$ cat src/rtl/seq_symbol_tx.sv
// Symbol-stream transmitter producing 01,10,11 frames separated by GAP idle 00
// symbols, with busy/done handshakes and a completed-frame counter.
module seq_symbol_tx #(
  parameter int CNT_W = 4,
  parameter int GAP   = 1
) (
  input  logic             clk,
  input  logic             reset_n,
  input  logic             start,
  input  logic [CNT_W-1:0] frames,
  input  logic             abort,
  output logic [1:0]       num,
  output logic             num_valid,
  output logic             busy,
  output logic             done,
  output logic [CNT_W-1:0] frames_sent
);

  typedef enum logic [2:0] {
    ST_IDLE = 3'd0,
    ST_S01  = 3'd1,
    ST_S10  = 3'd2,
    ST_S11  = 3'd3,
    ST_GAP  = 3'd4
  } state_t;

  localparam logic [1:0]       GAP_LOAD = 2'(GAP);
  localparam logic [CNT_W-1:0] CNT_ZERO = {CNT_W{1'b0}};
  localparam logic [CNT_W-1:0] CNT_ONE  = CNT_W'(1);

  state_t           state_r;
  logic [CNT_W-1:0] remaining_r;
  logic [1:0]       gap_cnt_r;

  // Frame sequencer; every output is assigned from the next-state decision so it is registered.
  always_ff @(posedge clk or negedge reset_n) begin
    if (!reset_n) begin
      state_r     <= ST_IDLE;
      remaining_r <= CNT_ZERO;
      gap_cnt_r   <= 2'd0;
      num         <= 2'b00;
      num_valid   <= 1'b0;
      busy        <= 1'b0;
      done        <= 1'b0;
      frames_sent <= CNT_ZERO;
    end else begin
      done <= 1'b0;
      if (abort && (state_r != ST_IDLE)) begin
        // Cancel keeps frames_sent so software can see how far the transfer got.
        state_r     <= ST_IDLE;
        remaining_r <= CNT_ZERO;
        gap_cnt_r   <= 2'd0;
        num         <= 2'b00;
        num_valid   <= 1'b0;
        busy        <= 1'b0;
      end else begin
        case (state_r)
          ST_IDLE: begin
            if (start) begin
              frames_sent <= CNT_ZERO;
              if (frames != CNT_ZERO) begin
                state_r     <= ST_S01;
                remaining_r <= frames;
                num         <= 2'b01;
                num_valid   <= 1'b1;
                busy        <= 1'b1;
              end else begin
                done <= 1'b1;
              end
            end
          end
          ST_S01: begin
            state_r <= ST_S10;
            num     <= 2'b10;
          end
          ST_S10: begin
            state_r <= ST_S11;
            num     <= 2'b11;
          end
          ST_S11: begin
            frames_sent <= frames_sent + CNT_ONE;
            remaining_r <= remaining_r - CNT_ONE;
            if (remaining_r == CNT_ONE) begin
              state_r   <= ST_IDLE;
              num       <= 2'b00;
              num_valid <= 1'b0;
              busy      <= 1'b0;
              done      <= 1'b1;
            end else if (GAP_LOAD != 2'd0) begin
              state_r   <= ST_GAP;
              gap_cnt_r <= GAP_LOAD;
              num       <= 2'b00;
            end else begin
              state_r <= ST_S01;
              num     <= 2'b01;
            end
          end
          ST_GAP: begin
            if (gap_cnt_r <= 2'd1) begin
              state_r   <= ST_S01;
              gap_cnt_r <= 2'd0;
              num       <= 2'b01;
            end else begin
              gap_cnt_r <= gap_cnt_r - 2'd1;
            end
          end
          default: begin
            state_r     <= ST_IDLE;
            remaining_r <= CNT_ZERO;
            gap_cnt_r   <= 2'd0;
            num         <= 2'b00;
            num_valid   <= 1'b0;
            busy        <= 1'b0;
          end
        endcase
      end
    end
  end

endmodule

$ cat config.mk
export PLATFORM = sky130hd
export DESIGN_NAME = seq_symbol_tx
export DESIGN_NICKNAME = d
export VERILOG_FILES = /design/src/rtl/seq_symbol_tx.sv
export SDC_FILE = /design/constraint.sdc
export NUM_CORES = 1
export LEC_CHECK = 0
export CAP_MARGIN = 20
export CORE_UTILIZATION = 30
export DETAILED_ROUTE_END_ITERATION = 10
export MAX_ROUTING_LAYER = met4
export PLACE_DENSITY = 0.58
export SETUP_SLACK_MARGIN = 0.02
export SYNTH_ARGS = -nofsm -noshare
export SYNTH_HDL_FRONTEND = slang
export SYNTH_SLANG_ARGS = --single-unit
$ cat constraint.sdc
create_clock -name clk -period 1.8 [get_ports clk]
set_clock_uncertainty 0.2 [all_clocks]
set_input_delay 0.18 -clock clk [delete_from_list [all_inputs] [get_ports clk]]
set_output_delay 0.18 -clock clk [all_outputs]
set_load 0.005 [all_outputs]
==> out/metrics.cfg <==
[job]
cap_violations = 0

[outcome]
violations = setup timing
status = finished with violations

[synthesis]
synth_nets = 118
synthTopCellsByArea = dfrtp_1, ha_1, nor2_1, o21ai_0, mux2_4
synth-compound-area-share = 0.241
yosys.area.top_type = dfrtp_1
synthXorXnorAreaFrac = 0.00824
ys_ff_latch = 17
netlist-cell-type-count = 43
synth_area_per_cell_sq_um = 9.93
synth_cells = 107
synth-seq-area-share = 0.400
synth_area_sq_um = 1060
synth_top_family_by_area = compound AO/OA/AOI/OAI gates
synth_top_area_share = 0.400
muxShareOfSynthArea = 0.0589
synth-simple-area-share = 0.201
ys.flop_type = dfrtp_1
synth_warnings = 0
synth-edff-count = 0
synthArstFlopShare = 1.00
synthAdderAreaFrac = 0.0353

[detailed_routing]
avgRoutedWirePerCell_um = 13.8
drt_iter0_markers = 28
dr.pass1.iters = 4
vias = 1011
drc = 0
routed_via_density = 5.06
ant_nets = 0
postRouteWirelength_um = 2760

[clocking]
cts_tree = built
clkSinkCount = 17
root_buffer = clkbuf_4
cts_max_path_buffers = 2
clkTransAtPathRegs_ns = 0.10
cts.htree.levels = 1
cts_inserted_buffers = 3
worst_skew_pair.late_latency_ns = 0.30

[critical_path]
path_buf_inv = 1
crit_chain = inv_2 -> ha_4 -> or3b_4 -> a21o_1 -> a221oi_2 -> mux2_1
cpPeakStageDelay_ns = 0.41
crit_family = compound AO/OA/AOI/OAI gates
cp_slowest_cell = dfrtp_1
cp_max_fo = 2
crit_type = reg -> reg
crit_required_ns = 1.79
end_kind = flip-flop
critPathLaunchType = flip-flop
arrival_ns = 2.06

[timing]
slew_violations = 0
hold_slack_ns = 0.129
min_period_ns = 2.07
finalCritPeriodShare = 1.15
worst_pin_slew_ns = 0.318
hold_viol = 0
setup_ws_ns = -0.269
rsz0062_at_grt = yes
tns_ns = -0.828
fmax_mhz = 483
setup_viol = 7
slew_headroom = 0.787

[min_path]
hold_path_class = in -> reg

[grt]
overflow = 0
grt_max_degree = 18
grt_pass1_vias = 957
track_usage = 0.165
antenna_found_initial = 0
grt_pass1_wl_um = 4330

[finish]
drive_gt1_frac = 0.331
fin_nets = 166
num_antenna_cells = 0
area_growth_pct = 46.6
postLayoutCellArea_sq_um = 1560
nFillCells = 337

[floorplan]
initial_utilization = 0.316
core_sq_um = 3360
rows = 21
chipWidth_um = 61.5
ioPinCount = 17
chipHeight_um = 61.5
die_area_sq_um = 3780

[power]
leakagePower_nw = 0.708
p_per_area_nw_per_um2 = 1300
vdd_drop_max_v = 0.000666

[place]
globalplace.congestion = 0.808
io_buffers = 16
dp_hpwl_um = 2020
place_ws_ns = -0.362
dpl-instance-area_sq_um = 1450

[tightest hold or removal path, cell delays in order]
cell and delay (ns):
dlymetal6s2s_1 0.15, buf_4 0.14, nand3_1 0.07, o21ai_2 0.06
[layer usage]
| metal | global-route usage | up-vias | wire length [um] |
|---|---|---|---|
| li1 | - | 492 | - |
| met1 | 0.210 | 488 | 1310 |
| met4 | 0.0921 | 0 | 70 |
| met2 | 0.246 | 23 | 1280 |
| met3 | 0.0294 | 8 | 100 |
| met5 | - | - | 0 |
[cell usage after synthesis, drive strengths merged (2+ instances only)]
cell type,number
buf,4
inv,7
nor4,2
nand2,7
nand3,5
dfrtp,17
a211oi,2
a32oi,2
ha,3
o21ai,7
mux2,4
a22o,3
nor3,2
a21oi,4
nor2b,2
or2,2
nand3b,3
o22ai,3
nor2,10
[kinds of logic after synthesis]
logic type | after synthesis
compound gates | 30
fa+ha+maj | 3
mux | 5
flops | 17
simple gates | 39
xor+xnor | 1
buf+inv | 12
[power by group]
group	internal (mW)	total, mW	switching, mW
combinational	0.666	1.20	0.532
clock	0.0866	0.218	0.131
sequential	0.490	0.610	0.120
total	1.24	2.03	0.783
[state kept, by name, indices dropped and copies added, names as in the netlist]
name	count
frames_sent	4
remaining_r	4
state_r	3
gap_cnt_r	2
num	2
busy	1
done	1
[cell usage in the layout, fill, tap and decap left out, types with 3 or more instances in the layout]
master,n
buf_4,30
dfrtp_1,17
clkdlybuf4s50_1,11
nor2_1,9
nand2_1,7
inv_1,6
nand3_1,5
o21ai_0,5
a21oi_1,4
nand3b_1,3
o22ai_1,3
clkbuf_4,3
dlygate4sd2_1,3
[path summary, 6_finish.rpt]
kind,startpoint,endpoint,slack (ns),cells past startpoint
min in group asynchronous,reset_n,frames_sent[0],0.53,3
max in group asynchronous,reset_n,remaining_r[3],0.67,3
max,remaining_r[1],gap_cnt_r[0],-0.27,6
min,start,done,0.13,4
min reg2reg,num[0],num[0],0.30,1
max reg2reg,remaining_r[1],gap_cnt_r[0],-0.27,6
[per-stage QoR]
step	power, mW	utilization	cells
final	2.03	0.463	200
after global routing	2.17	0.463	200
after CTS	1.97	0.453	199
after detailed placement	1.69	0.430	190
after global placement	1.67	0.430	190
after floorplan	1.22	-	107
[area by class of cell]
class	count	area [sq um]	share of cell area
well taps	46	57.6	0.0369
flip-flops and latches	17	425	0.273
clock buffers	4	26.3	0.0169
repair buffers	48	408	0.262
multi-input cells	78	614	0.394
inverters	7	26.3	0.0169
[what timing repair did]
action	CTS	global route
endpoints found under the hold margin	5	0
pin swaps	3	2
buffers inserted	4	1
resized for setup	6	7
setup endpoints to repair	5	9
hold buffers	1	0
No activity file was read; power rests on OpenSTA's default activity.
